==> src/rtl/pipe_ctrl_pkg.sv <==
// Shared definitions for the pipeline hazard/stall controller.
package pipe_ctrl_pkg;

    typedef enum logic [1:0] {
        RUN      = 2'b00,
        MEM_WAIT = 2'b01,
        ERROR    = 2'b10
    } state_e;

    localparam int MEM_TIMEOUT_DEF = 16;
    localparam int CNT_W           = 16;

endpackage

==> src/rtl/sat_counter16.sv <==
// 16-bit up-counter that sticks at all-ones; synchronous active-low clear.
module sat_counter16
    import pipe_ctrl_pkg::*;
(
    input  logic             clock,
    input  logic             reset,
    input  logic             inc,
    output logic [CNT_W-1:0] count
);

    logic [CNT_W-1:0] count_q;
    logic [CNT_W-1:0] count_d;

    always_comb begin
        count_d = count_q;
        if (inc && (count_q != {CNT_W{1'b1}})) begin
            count_d = count_q + CNT_W'(1);
        end
    end

    always_ff @(posedge clock) begin
        if (!reset) begin
            count_q <= '0;
        end else begin
            count_q <= count_d;
        end
    end

    assign count = count_q;

endmodule

==> src/rtl/pipeline_ctrl.sv <==
// Five-stage pipeline control: memory stall, taken-branch flush, load-use interlock, stall timeout.
module pipeline_ctrl
    import pipe_ctrl_pkg::*;
#(
    parameter int MEM_TIMEOUT = MEM_TIMEOUT_DEF
) (
    input  logic             clock,
    input  logic             reset,
    input  logic [4:0]       id_rs,
    input  logic [4:0]       id_rt,
    input  logic             id_uses_rs,
    input  logic             id_uses_rt,
    input  logic [4:0]       exe_num_write,
    input  logic             exe_reg_write,
    input  logic             exe_mem_read,
    input  logic             branch_taken_exe,
    input  logic             mem_req,
    input  logic             mem_ready,
    output logic             pc_en,
    output logic             if_id_en,
    output logic             id_exe_en,
    output logic             exe_mem_en,
    output logic             mem_wb_en,
    output logic             if_id_flush,
    output logic             id_exe_flush,
    output logic             mem_wb_bubble,
    output logic             mem_timeout,
    output logic [CNT_W-1:0] stall_cycles,
    output logic [CNT_W-1:0] flush_count
);

    // Wait counter widens only when the timeout no longer fits in five bits.
    localparam int WAIT_W = (MEM_TIMEOUT > 32) ? 8 : 5;

    state_e              state_q, state_d;
    logic [WAIT_W-1:0]   wait_cnt_q, wait_cnt_d;
    logic                mem_stall;
    logic                load_use;
    logic                flush_evt;
    logic                stall_inc;

    assign mem_stall = mem_req & ~mem_ready;
    assign load_use  = exe_mem_read & exe_reg_write & (exe_num_write != 5'd0) &
                       ((id_uses_rs & (id_rs == exe_num_write)) |
                        (id_uses_rt & (id_rt == exe_num_write)));

    always_comb begin
        pc_en         = 1'b0;
        if_id_en      = 1'b0;
        id_exe_en     = 1'b0;
        exe_mem_en    = 1'b0;
        mem_wb_en     = 1'b0;
        if_id_flush   = 1'b0;
        id_exe_flush  = 1'b0;
        mem_wb_bubble = 1'b0;
        mem_timeout   = 1'b0;
        flush_evt     = 1'b0;
        state_d       = state_q;
        wait_cnt_d    = wait_cnt_q;

        if (reset) begin
            case (state_q)
                ERROR: begin
                    mem_timeout = 1'b1;
                end
                default: begin
                    if (mem_stall) begin
                        // Freeze everything upstream of MEM; WB receives bubbles.
                        mem_wb_en     = 1'b1;
                        mem_wb_bubble = 1'b1;
                        if (state_q == RUN) begin
                            state_d    = MEM_WAIT;
                            wait_cnt_d = WAIT_W'(1);
                        end else if (wait_cnt_q == WAIT_W'(MEM_TIMEOUT - 1)) begin
                            state_d = ERROR;
                        end else begin
                            wait_cnt_d = wait_cnt_q + WAIT_W'(1);
                        end
                    end else begin
                        state_d    = RUN;
                        wait_cnt_d = '0;
                        pc_en      = 1'b1;
                        if_id_en   = 1'b1;
                        id_exe_en  = 1'b1;
                        exe_mem_en = 1'b1;
                        mem_wb_en  = 1'b1;
                        if (branch_taken_exe) begin
                            if_id_flush  = 1'b1;
                            id_exe_flush = 1'b1;
                            flush_evt    = 1'b1;
                        end else if (load_use) begin
                            pc_en        = 1'b0;
                            if_id_en     = 1'b0;
                            id_exe_flush = 1'b1;
                        end
                    end
                end
            endcase
        end
    end

    always_ff @(posedge clock) begin
        if (!reset) begin
            state_q    <= RUN;
            wait_cnt_q <= '0;
        end else begin
            state_q    <= state_d;
            wait_cnt_q <= wait_cnt_d;
        end
    end

    assign stall_inc = reset & (state_q != ERROR) & ~pc_en;

    sat_counter16 u_stall_cnt (
        .clock (clock),
        .reset (reset),
        .inc   (stall_inc),
        .count (stall_cycles)
    );

    sat_counter16 u_flush_cnt (
        .clock (clock),
        .reset (reset),
        .inc   (flush_evt),
        .count (flush_count)
    );

endmodule

==> config.mk <==
export PLATFORM = sky130hd
export DESIGN_NAME = pipeline_ctrl
export DESIGN_NICKNAME = d
export VERILOG_FILES = /design/src/rtl/pipe_ctrl_pkg.sv /design/src/rtl/sat_counter16.sv /design/src/rtl/pipeline_ctrl.sv
export SDC_FILE = /design/constraint.sdc
export NUM_CORES = 1
export LEC_CHECK = 0
export CAP_MARGIN = 10
export CORE_UTILIZATION = 46
export DETAILED_ROUTE_END_ITERATION = 6
export MAX_ROUTING_LAYER = met4
export PLACE_DENSITY = 0.83
export SETUP_SLACK_MARGIN = 0.4
export SYNTH_ARGS = -nofsm -noshare
export SYNTH_HDL_FRONTEND = slang
export SYNTH_SLANG_ARGS = --single-unit
==> constraint.sdc <==
create_clock -name clock -period 2.7 [get_ports clock]
set_input_delay 0.81 -clock clock [delete_from_list [all_inputs] [get_ports clock]]
set_output_delay 0.81 -clock clock [all_outputs]
set_load 0.005 [all_outputs]
==> metrics.cfg, run 1 <==
[run_status]
run_status=finished with violations
violations=negative setup slack

[power]
power_report.internal_total_uw=924.3
comb_power_frac=0.161
powerDensity_nw_per_um2=358.2
net-switching-power_uw=293.2
fin_total_pwr_mw=1.218
seq_power_share=0.481
peakVddDrop_mv=0.2649
p_clk_frac=0.358
p_leak_nw=1.310
p_sw_frac=0.2408

[sta]
finClkSkew_ns=0.007764
timing.final.hold_violations=0
final.setup.worst_slack_ns=-0.1664
worst_slew_pin_slew_ns=0.4130
fmax_mhz=348.9
slew_violations=0
final.hold.worst_slack_ns=0.5031
post-route-period-util=1.062
period_minus_slack_ns=2.866
setup_violations=3
rsz_0062_raised_after_global_routing=yes
max-slew-margin-rel=0.7241

[drt]
drt-total-wl_um=6700
detail_route.drc_violations=0
detail_route.first_pass.iterations=4
drt.antenna.violating_nets=0
post_drt_wl_per_cell_um=16.46
drt-vias-per-instance=5.860
vias=2385
first_iter_violations=171

[cells_and_area]
multiInputGateArea_sq_um=1375
num_antenna_cells=0
design.final.nets=382
area.sequential_sq_um=782.0
layout.cells.most_common=sky130_fd_sc_hd__dfxtp_1
flow.area_growth_from_synthesis_pct=62.69
mostFrequentLayoutCells=sky130_fd_sc_hd__dfxtp_1, sky130_fd_sc_hd__clkdlybuf4s50_1, sky130_fd_sc_hd__nor2_1, sky130_fd_sc_hd__buf_4, sky130_fd_sc_hd__buf_6
layout.filler_cells=286
final_layout_size_suffix_gt1_frac=0.3014

[synth]
synth_top_area_frac=0.3737
ys_seq_area_frac=0.3737
synth_edf_count=0
avgSynthCellArea_sq_um=8.292
yosys.cell_types.count=45
asyncSetResetFlopFracSynth=0
synthDominantAreaCellType=sky130_fd_sc_hd__dfxtp_1
yosysWarnings=0
netlist_top_cells_area=sky130_fd_sc_hd__dfxtp_1, sky130_fd_sc_hd__nor2_1, sky130_fd_sc_hd__xnor2_1, sky130_fd_sc_hd__a21oi_1, sky130_fd_sc_hd__nand4_1
synth_cells=252
ys_ff_latch=39
synth-main-ff-cell=sky130_fd_sc_hd__dfxtp_1
syn_area_sq_um=2090
syn_nets=280

[floorplan]
core.rowCount=24
die_x_um=69.40
effective_utilization_at_floorplan=0.4799
die_area_sq_um=4816
die_height_um=69.40
num_io_pins=65
core_area_sq_um=4354

[cts]
cts_buffer_depth=2
cts_htree_levels=2
clk_pin_slew_worst_paths_ns=0.08
cts_tree=built
numClockSinks=39
tritoncts.num_buffers=5
insertion_delay_ns=0.28
cts_root_buf=sky130_fd_sc_hd__clkbuf_8

[setup_path]
cpPeakStageDelay_ns=0.55
worst_setup_path_end_kind=primary output
ff2ff_setup_slack_ns=0.39
rr_startpoint=u_stall_cnt.count[0]$_SDFFE_PN0P_
crit_path_max_fanout=2
timing.critical_path.arrival_ns=2.06
startpoint_type=primary input
worst_r2r_endpoint=u_stall_cnt.count[13]$_SDFFE_PN0P_
worstPathRequired_ns=1.89
reg2reg_depth=9
critical_path_class=primary input to primary output
path_cells=buf_6 > or4_4 > o2111ai_4 > nor2_1 > nor2_1 > buf_4 > buf_6
worst_path_max_delay_cell=sky130_fd_sc_hd__or4_4

[hold_path]
hp-class=flop to flop
worst_hold_startpoint=wait_cnt_q[4]$_SDFFE_PN0P_
worstHoldPathCells=2
hold_path_end=wait_cnt_q[4]$_SDFFE_PN0P_

[run]
cap_violations=0

[grt]
grt-ovfl-total=0
grt_first_pass_wirelength_um=10750
first_global_vias=2354
pin_count_of_the_biggest_net_entering_global_routing=32
antenna_found_initial=0
grt_use_total=0.2822

[placement]
post-dp-hpwl_um=3723
routabilityCongestion=0.8622
place.port_buffers=64

==> through the flow <==
| step | setup slack [ns] | setup TNS (ns) | std cells | util | area (sq um) |
|---|---|---|---|---|---|
| 2_1_floorplan | 0.02860 | 0 | 252 | - | 2102 |
| 3_3_place_gp | -0.8629 | -7.529 | 375 | 0.6647 | 2894 |
| 3_5_place_dp | -0.9141 | -8.339 | 375 | 0.6647 | 2894 |
| 4_1_cts | -0.1558 | -0.3640 | 405 | 0.7675 | 3342 |
| 5_1_grt | -0.2579 | -0.6415 | 407 | 0.7807 | 3400 |
| 6_report | -0.1664 | -0.3862 | 407 | 0.7807 | 3400 |
==> synthesized netlist by cell type (all sizes together) (6+ instances only) <==
cell type and n:
or4 9, a21oi 20, xnor2 11, nand4 15
o21ai 10, inv 11, dfxtp 39, nand3 14
o31ai 8, nand2 17, buf 6, xor2 9
clkbuf 7, nor2 26
==> state kept, by name, summed over array words and instances (netlist names) <==
name	flops
u_stall_cnt.count	16
u_flush_cnt.count	16
wait_cnt_q	5
state_q	2
==> area by class of cell <==
type | instances | area share
well taps | 52 | 0.01914
flip-flops and latches | 39 | 0.2300
clock buffers | 8 | 0.02944
repair buffers | 108 | 0.3047
multi-input cells | 189 | 0.4045
inverters | 11 | 0.01215
==> worst max-delay path by stage <==
stage | endpoint | depth (start not counted) | from | slack (ns)
detailed placement | if_id_en | 6 | exe_num_write[1] | -0.91
floorplan | pc_en | 5 | exe_num_write[1] | 0.03
finish | if_id_en | 7 | exe_num_write[2] | -0.17
global route | if_id_en | 7 | exe_num_write[2] | -0.26
global placement | if_id_en | 6 | exe_num_write[1] | -0.86
CTS | if_id_en | 7 | exe_num_write[2] | -0.16
==> per-layer routing <==
layer  wire [um]  GRT usage  vias up  part of all wire
met4         152     0.1451        0             0.023
met5           0          -        -                 0
met2        3446     0.4714      103              0.51
li1            -          -     1128                 -
met1        2652     0.3199     1140              0.40
met3         449    0.05523       14             0.067
==> what timing repair did <==
item                       in CTS  in global routing
setup endpoints to repair      27                 27
buffers inserted               20                  2
resized for setup             147                 14
pin swaps                      35                 10
cloned                          2                  0
hold buffers                    0                  0
==> kinds of logic after synthesis <==
kind of cell,Yosys count,share of synthesized area
simple gates,106,0.2719
compound gates,57,0.1808
flops,39,0.3737
buf+inv,24,0.05629
xor+xnor,20,0.08383
fa+ha+maj,4,0.02395
mux,2,0.009581
==> worst max-delay path, delay by kind of cell <==
kind	cells	cell delay [ns]
AND/OR/NAND/NOR	3	0.74
buffers and inverters	3	0.30
AO/OA/AOI/OAI	1	0.20
==> power by group through the flow <==
stage | logic (mW) | registers, mW | clock network [mW]
2_1_floorplan | 0.0599 | 0.597 | 0
3_3_place_gp | 0.141 | 0.598 | 0
3_5_place_dp | 0.145 | 0.598 | 0
4_1_cts | 0.189 | 0.585 | 0.440
5_1_grt | 0.208 | 0.586 | 0.466
6_report | 0.197 | 0.585 | 0.436
(Power assumes the default switching activity.)
==> run 2, diff against run 1 <==
--- a/config.mk
+++ b/config.mk
@@ -5,11 +5,10 @@
 export SDC_FILE = /design/constraint.sdc
 export NUM_CORES = 1
 export LEC_CHECK = 0
-export CAP_MARGIN = 10
-export CORE_UTILIZATION = 46
+export CORE_UTILIZATION = 50
 export DETAILED_ROUTE_END_ITERATION = 6
 export MAX_ROUTING_LAYER = met4
-export PLACE_DENSITY = 0.83
+export PLACE_DENSITY = 0.89
 export SETUP_SLACK_MARGIN = 0.4
 export SYNTH_ARGS = -nofsm -noshare
 export SYNTH_HDL_FRONTEND = slang
==> constraint.sdc (replaced) <==
create_clock -name clock -period 3.6 [get_ports clock]
set_input_delay 1.08 -clock clock [delete_from_list [all_inputs] [get_ports clock]]
set_output_delay 1.08 -clock clock [all_outputs]
set_load 0.005 [all_outputs]
==> metrics.cfg, run 2 (synthesized netlist as in run 1, its figures left out) <==
[run_status]
run_status=finished with violations
violations=negative setup slack

[hold_path]
hold_path_end=u_stall_cnt.count[11]$_SDFFE_PN0P_
worstHoldPathCells=2  ; unchanged
hp-class=flop to flop
worst_hold_startpoint=u_stall_cnt.count[11]$_SDFFE_PN0P_

[placement]
routabilityCongestion=0.9121  ; +5.8%
dp_cells=367  ; -2.1%
post-dp-hpwl_um=3858  ; +3.6%
pre_cts_slack_ns=-0.5235  ; +0.3905 ns
place.port_buffers=64  ; unchanged

[drt]
first_iter_violations=455  ; +170%
drt-total-wl_um=10610  ; +58%
drt-vias-per-instance=6.974  ; +19%
drt.antenna.violating_nets=0  ; unchanged
detail_route.drc_violations=0  ; unchanged
vias=2929  ; +23%
post_drt_wl_per_cell_um=25.26  ; +53%
detail_route.first_pass.iterations=6  ; +2

[grt]
grt-ovfl-total=0  ; unchanged
antenna_found_initial=0  ; unchanged
first_global_vias=2586  ; +9.9%
grt_first_pass_wirelength_um=13210  ; +23%
grt_use_total=0.4266  ; +0.1443
pin_count_of_the_biggest_net_entering_global_routing=32  ; unchanged

[sta]
setup_violations=15  ; +12
period_minus_slack_ns=3.728
max-slew-margin-rel=0.5712  ; -0.1530
timing.final.hold_violations=0  ; unchanged
fmax_mhz=268.3
finClkSkew_ns=0.004438  ; -0.003326 ns
slew_violations=0  ; unchanged
post-route-period-util=1.035
worst_slew_pin_slew_ns=0.6432  ; +0.2302 ns
rsz_0062_raised_after_global_routing=yes
final.hold.worst_slack_ns=0.5351  ; +0.03196 ns
final.setup.worst_slack_ns=-0.1277  ; +0.03864 ns

[power]
p_sw_frac=0.2787  ; +0.03790
p_clk_frac=0.328  ; -0.030
net-switching-power_uw=263.2  ; -10%
p_leak_nw=1.418  ; +8.2%
fin_total_pwr_uw=944.5  ; -22%
peakVddDrop_mv=0.2866  ; +8.2%
comb_power_frac=0.206  ; +0.045
powerDensity_nw_per_um2=260.5  ; -27%
seq_power_share=0.466  ; -0.015
power_report.internal_total_uw=681.3  ; -26%

[cells_and_area]
flow.area_growth_from_synthesis_pct=73.53
num_antenna_cells=0  ; unchanged
design.final.nets=397  ; +3.9%
final_layout_size_suffix_gt1_frac=0.3216  ; +0.02021
layout.filler_cells=150  ; -48%
final_core_util=0.9065  ; +0.1257
mostFrequentLayoutCells=sky130_fd_sc_hd__buf_6, sky130_fd_sc_hd__dfxtp_1, sky130_fd_sc_hd__clkdlybuf4s50_1, sky130_fd_sc_hd__buf_4, sky130_fd_sc_hd__nor2_1
final_standard_cell_count_with_taps_included_and_fillers_excluded=420  ; +3.2%

[floorplan]
die_x_um=66.65  ; -4.0%
effective_utilization_at_floorplan=0.5224  ; +0.04248
die_area_sq_um=4442  ; -7.8%
core.rowCount=23  ; -4.2%
core_area_sq_um=4000  ; -8.1%
die_height_um=66.65  ; -4.0%
num_io_pins=65  ; unchanged

[cts]
quantity_of_hold_fixing_buffers_added_after_cts=0  ; unchanged
cts_root_buf=sky130_fd_sc_hd__clkbuf_8
cts_htree_levels=2  ; unchanged
insertion_delay_ns=0.31  ; +0.03 ns
numClockSinks=39  ; unchanged
tritoncts.num_buffers=5  ; unchanged
cts_buffer_depth=2  ; unchanged
cts_tree=built
clk_pin_slew_worst_paths_ns=0.08  ; about the same

[setup_path]
cpPeakStageDelay_ns=0.48  ; -0.07 ns
reg2reg_depth=18  ; +9
cp_num_buf_inv=16  ; +13
worst_r2r_endpoint=u_flush_cnt.count[8]$_SDFFE_PN0P_
worst_path_max_delay_cell=sky130_fd_sc_hd__or4_4
timing.critical_path.arrival_ns=3.98  ; +1.92 ns
worstPathRequired_ns=3.85  ; +1.96 ns
ff2ff_setup_slack_ns=0.42  ; +0.03 ns
path_cells=buf_12 > xnor2_4 > nand4_1 > o22ai_2 > buf_4 > buf_6 > buf_6 > buf_6 > buf_6 > buf_6 > buf_6 > buf_6 > buf_6 > buf_6 > buf_6 > buf_6 > buf_6 > a21oi_4 > buf_6 > buf_12 > or4_4 > a21oi_2
crit_path_max_fanout=8  ; +6
critical_path_class=primary input to flop
rr_startpoint=state_q[1]$_SDFFE_PN0P_
crit_family=buffers and inverters
startpoint_type=primary input
critical_path.most_common_cell=sky130_fd_sc_hd__buf_6
worst_setup_path_startpoint=exe_num_write[0]
worst_setup_path_end_kind=flop

[run]
cap_violations=0  ; unchanged

-- run 2: cell types whose count changed in the layout (fill, tap and decap cells not counted), sizes merged, moves of 2 or more --
cell / change
buf: +18
clkdlybuf4s15: -4
clkdlybuf4s50: +4
clkbuf: -3
dlygate4sd2: -2
-- run 2: worst register-to-register path, cell delays in order, from the launching register on --
cell	delay [ns]
sky130_fd_sc_hd__dfxtp_1	0.48
sky130_fd_sc_hd__or2b_2	0.42
sky130_fd_sc_hd__nand4_1	0.18
sky130_fd_sc_hd__inv_2	0.07
sky130_fd_sc_hd__buf_6	0.12
sky130_fd_sc_hd__buf_6	0.11
sky130_fd_sc_hd__buf_6	0.10
sky130_fd_sc_hd__buf_6	0.11
sky130_fd_sc_hd__buf_6	0.11
sky130_fd_sc_hd__buf_6	0.10
sky130_fd_sc_hd__buf_6	0.10
sky130_fd_sc_hd__buf_6	0.10
sky130_fd_sc_hd__buf_4	0.13
sky130_fd_sc_hd__buf_6	0.11
sky130_fd_sc_hd__buf_6	0.11
sky130_fd_sc_hd__buf_6	0.11
sky130_fd_sc_hd__nand3_1	0.18
sky130_fd_sc_hd__o21ai_0	0.25
sky130_fd_sc_hd__a21oi_1	0.21
-- run 2: worst max path at each step --
stage,end,slack [ns],depth (start not counted)
final,u_stall_cnt.count[7]$_SDFFE_PN0P_,-0.13,22
after global routing,u_stall_cnt.count[12]$_SDFFE_PN0P_,-0.25,22
after CTS,u_stall_cnt.count[7]$_SDFFE_PN0P_,0.20,22
after detailed placement,if_id_en,-0.52,6
after global placement,pc_en,-0.50,6
after floorplan,pc_en,0.39,5
-- run 2: power by group through the flow --
| stage | Sequential, mW | Clock [mW] | Combinational [mW] |
|---|---|---|---|
| final | 0.440 | 0.309 | 0.195 |
| after CTS | 0.439 | 0.302 | 0.147 |
| after detailed placement | 0.449 | 0 | 0.103 |
| after global placement | 0.449 | 0 | 0.0997 |
| after floorplan | 0.448 | 0 | 0.0442 |
| after global routing | 0.441 | 0.331 | 0.198 |
-- run 2: cell type report --
type / instances / area [sq um] / area share
clock buffers: 6 / 72.57 / 0.02001
clock inverters: 2 / 12.51 / 0.003451
inverters: 11 / 41.29 / 0.01139
multi-input cells: 189 / 1380 / 0.3806
flip-flops and latches: 39 / 780.7 / 0.2153
well taps: 50 / 62.56 / 0.01725
repair buffers: 123 / 1276 / 0.3520
-- run 2: metrics by stage --
step / cell area (sq um) / setup TNS [ns]
after floorplan: 2096 / 0
after global placement: 2840 / -1.423
after detailed placement: 2840 / -1.536
after CTS: 3366 / 0
after global routing: 3626 / -3.052
final: 3626 / -0.7660
-- run 2: what timing repair did --
item,in CTS,in global routing
buffers inserted,35,7
pin swaps,27,25
gates resized for setup,124,59
cloned,3,0
setup endpoints to repair,9,38
-- run 2: routing by layer --
layer,up-vias,share of wire,track usage
li1,1159,-,-
met5,-,0,-
met1,1328,0.32,0.4427
met4,0,0.10,0.2899
met3,127,0.11,0.1027
met2,315,0.46,0.7109
==> variant 1, RTL diff (config.mk and constraints of run 1) <==
Encoding of `state_e`: now one-hot (3 bits for 3 states).
--- a/src/rtl/pipe_ctrl_pkg.sv
+++ b/src/rtl/pipe_ctrl_pkg.sv
@@ -1,10 +1,10 @@
 // Shared definitions for the pipeline hazard/stall controller.
 package pipe_ctrl_pkg;
 
-    typedef enum logic [1:0] {
-        RUN      = 2'b00,
-        MEM_WAIT = 2'b01,
-        ERROR    = 2'b10
+    typedef enum logic [2:0] {
+        RUN      = 3'b001,
+        MEM_WAIT = 3'b010,
+        ERROR    = 3'b100
     } state_e;
 
     localparam int MEM_TIMEOUT_DEF = 16;
Function: same outputs for any inputs over 10 cycles, from zero or initial values and one cycle with reset low; not proved beyond that.
==> variant 1 against run 1 <==
- design area rose by 12%
- non-clock buffer count up 6
- count of clock-buffer cells in the layout fell by 2
- clock skew rose by 0.0058 ns
- worst setup slack better by 0.076 ns
- via count is 17% higher
- register-to-register slack worse by 0.30 ns
- combinational power up 14%
- wire length up 39%
- power increased by 9.2%
- largest cell class unchanged
- sequential power increased by 3%
- the run ends with DRC, setup timing left
- area after synthesis grew 5.5%
- sequential cell count rose by 1
==> variant 1: results <==
[cells_and_area]
diodes = 0
drive_gt1_share_pct = 37.4
finalNetCount = 404

[critical_path]
worst_path_largest_cell_delay_ns = 0.21
r2r_slack_ns = 0.09
cpMaxStageDelayCell = o22ai_2
reg2reg_from = u_stall_cnt.count[1]$_SDFFE_PN0P_
critPathArrivalTime_ns = 1.98
crit_fanout = 3
cp-startpoint = exe_num_write[1]

[timing]
skew_ns = 0.0135
setup_viol = 3
hold_ws_ns = 0.551
slew_headroom_pct = 46.4
worst_slack_ns = -0.0902

[logic_synthesis]
synth_cell_types = 50
yosys_warnings = 0
yosys-top-cells-count = 40 x dfxtp_1, 31 x nor2_1, 22 x nand2_1
syn-num-nets = 293
synthArstFlopShare_pct = 0
synth.area.top_cells = dfxtp_1 36%, xnor2_1 6.0%, nor2_1 5.3%
synth.yosys.seq_area_share_pct = 36.3

[place]
dp_hpwl_mm = 4.18
routabilityCongestion = 0.856
io_buffers = 64
placed_area_mm2 = 0.00299

[pwr]
ir_worst_vdd_mv = 0.323
switching_power_uw = 331
p_leak_nw = 1.41

[grt]
grt_pass1_vias = 2527
antenna_found_initial = 0
grt_usage_pct = 32.2
grt_max_degree = 31
grt_pass1_wl_mm = 12.4

[clock_network]
root_buffer = clkbuf_8
htreeDepth = 2
insertion_delay_ns = 0.31
path_clk_slew_ns = 0.09
cts_buffers = 5
clock_path_buffers = 2

[detailed_routing]
drt-pass1-iter-count = 7
wl_per_cell_um = 21.7
drc_errors = 9
initialDrtViolationCount = 290
vias = 2781

[status]
status = finished, violations left
violations = DRC, setup timing

[min_path]
min_path_type = flip-flop to flip-flop
hp-start = u_stall_cnt.count[15]$_SDFFE_PN0P_
==> variant 1: changes by cell type after synthesis, moves of 3 or more <==
cell,before,now
or3_2,0,3
o21ai_0,9,13
clkbuf_1,7,3
or3_1,5,2
or4_1,8,4
nand2_1,16,22
nor3_1,3,6
nor2_1,26,31
nand4_1,15,10
xnor2_1,11,15
==> variant 1: final cells by class <==
cell class / count / area, um2
inverters: 10 / 37.5
multi-input cells: 205 / 1640
well taps: 52 / 65.1
fillers: 223 / 664
clock buffers: 6 / 72.6
flip-flops and latches: 40 / 806
clock inverters: 2 / 35.0
repair buffers: 114 / 1160
==> variant 1: final timing paths <==
check / end / cells after the start
worst max-delay path: if_id_en / 8
worst min-delay path: u_stall_cnt.count[15]$_SDFFE_PN0P_ / 1
worst max register to register: u_stall_cnt.count[4]$_SDFFE_PN0P_ / 10
worst min register to register: u_stall_cnt.count[15]$_SDFFE_PN0P_ / 1
==> variant 1: metrics by stage <==
step / setup WS, ns / instances / utilization [%] / setup TNS (ns)
5_1_grt: -0.165 / 429 / 85.2 / -0.444
2_1_floorplan: 0.109 / 265 / - / 0
4_1_cts: -0.0803 / 421 / 78.8 / -0.168
3_5_place_dp: -0.796 / 388 / 66.8 / -8.74
3_3_place_gp: -0.753 / 388 / 66.8 / -7.63
6_report: -0.0902 / 429 / 85.2 / -0.206
==> variant 1: cell families (layout without fill, tap and decap cells) <==
kind of cell               Yosys count  after routing  share of synthesized area, %
muxes                                2              2                         0.908
xor gates and xnor gates            25             25                          10.3
AOI/OAI and AO/OA                   61             61                          18.8
and+or+nand+nor                    113            113                          26.3
adders and majority gates            4              4                          2.27
buffers and inverters               20            132                          5.11
DFF                                 40             40                          36.3
==> variant 1: critical path: cells and delay by family <==
family                 cells  cell delay, ns
buffers and inverters      3            0.36
AND/OR/NAND/NOR            2            0.24
AO/OA/AOI/OAI              2            0.40
XOR/XNOR                   1            0.17
==> variant 1: power groups by stage <==
| stage | registers (mW) | clock network (mW) | logic, mW |
|---|---|---|---|
| after floorplan | 0.614 | 0 | 0.0652 |
| after global placement | 0.615 | 0 | 0.142 |
| after detailed placement | 0.615 | 0 | 0.146 |
| after CTS | 0.601 | 0.495 | 0.194 |
| after global routing | 0.604 | 0.542 | 0.234 |
| final | 0.603 | 0.502 | 0.224 |
==> variant 1: layer usage <==
metal,GRT usage (%),vias to the layer above,wire length (um)
met5,-,-,0
met4,12.7,0,385
met1,38.0,1342,3450
li1,-,1186,-
met3,6.19,55,846
met2,54.1,198,4620
==> variant 1: what timing repair did <==
action | in CTS | in global routing
pin swaps | 46 | 33
gates cloned | 3 | 0
setup buffers | 22 | 8
setup endpoints to repair | 31 | 34
gates resized for setup | 164 | 46
==> variant 2, RTL diff (flow settings as in run 1) <==
Without the edit above. `CNT_W`: 16 -> 32.
--- a/src/rtl/pipe_ctrl_pkg.sv
+++ b/src/rtl/pipe_ctrl_pkg.sv
@@ -8,7 +8,7 @@
     } state_e;
 
     localparam int MEM_TIMEOUT_DEF = 16;
-    localparam int CNT_W           = 16;
+    localparam int CNT_W           = 32;
 
 endpackage
 
Interface: changed (resized flush_count and stall_cycles); port bits go from 65 to 97. No check against the original RTL was run, so the function may have changed too.
==> variant 2 against run 1 <==
- the flow still finishes with violations (setup timing)
- fmax up 4.7%
- register-to-register slack got worse by 0.02 ns
- critical path depth is the same
- worst setup slack better by 0.13 ns
- largest power group unchanged
- critical endpoint is now id_exe_flush
- die area rose by 83%
- synthesized cell count grew 87%
- clock skew rose by 0.0047 ns
- sequential cell count is 32 higher
- area after synthesis is 86% higher
- power up 76%
- wire length grew 76%
- design area increased by 67%
==> variant 2: results <==
[status]
status = finished, violations left
violations = setup timing

[timing]
worst_slack_ns = -0.0368
slew_headroom_pct = 60.7
final.setup.tns_ns = -0.0691
setup_viol = 3

[clock_network]
htreeDepth = 3
cts_buffers = 9

[pwr]
p_int_mw = 1.63
p_clk_uw = 849
pg_comb_uw = 238

[logic_synthesis]
syn-num-nets = 499
synthAdderAreaFrac_pct = 1.29
synth.yosys.seq_area_share_pct = 36.6
synth_cell_types = 52
synth_mux_area_share_pct = 1.55

[min_path]
hp-start = wait_cnt_q[2]$_SDFFE_PN0P_
hold_path_end = wait_cnt_q[2]$_SDFFE_PN0P_

[critical_path]
crit_end = id_exe_flush
ff2ff_path_depth = 6
cp-startpoint = exe_num_write[3]
reg2reg_from = u_stall_cnt.count[3]$_SDFFE_PN0P_

[cells_and_area]
nMultiInputCombCells = 357
clock_area_share_pct = 3.35
finalNetCount = 628
buffers_excl_clock = 144

[detailed_routing]
drt-met1-wl_mm = 4.71
wirelength_mm = 11.8

[place]
dp_hpwl_mm = 7.57
placed_area_mm2 = 0.00512
dpl_worst_slack_ns = -0.813
routabilityCongestion = 0.891

[grt]
grt_use_met3_pct = 7.04
grt_use_met1_pct = 32.1
-- variant 2: cell types whose count changed after synthesis, moves of 7 or more --
cell,run 1,this run
nand3_1,14,30
nand4_1,15,26
dfxtp_1,39,71
nor2_1,26,34
o31ai_1,8,17
o21ai_0,9,21
nor3_1,3,10
buf_2,1,8
or3_1,5,19
a21oi_1,19,39
nand2_1,16,32
-- variant 2: repair_timing --
item	CTS	global route
resized for setup	130	5
buffers inserted	12	0
gates cloned	4	0
pin swaps	44	3
endpoints found under the setup margin	58	38
hold endpoints to repair	0	0
-- variant 2: logic make-up (layout without fill, tap and decap cells) --
group	count (synthesis)	after routing
fa+ha+maj	4	4
xor+xnor	24	24
buf+inv	43	177
flops	71	71
mux	6	6
simple gates	219	219
compound gates	104	104
-- variant 2: critical path: stages --
cell and delay [ns]:
buf_6 0.09, or4_4 0.53, nor2_4 0.13, nor2_1 0.06, a21oi_2 0.13, nor2_1 0.05
buf_2 0.12
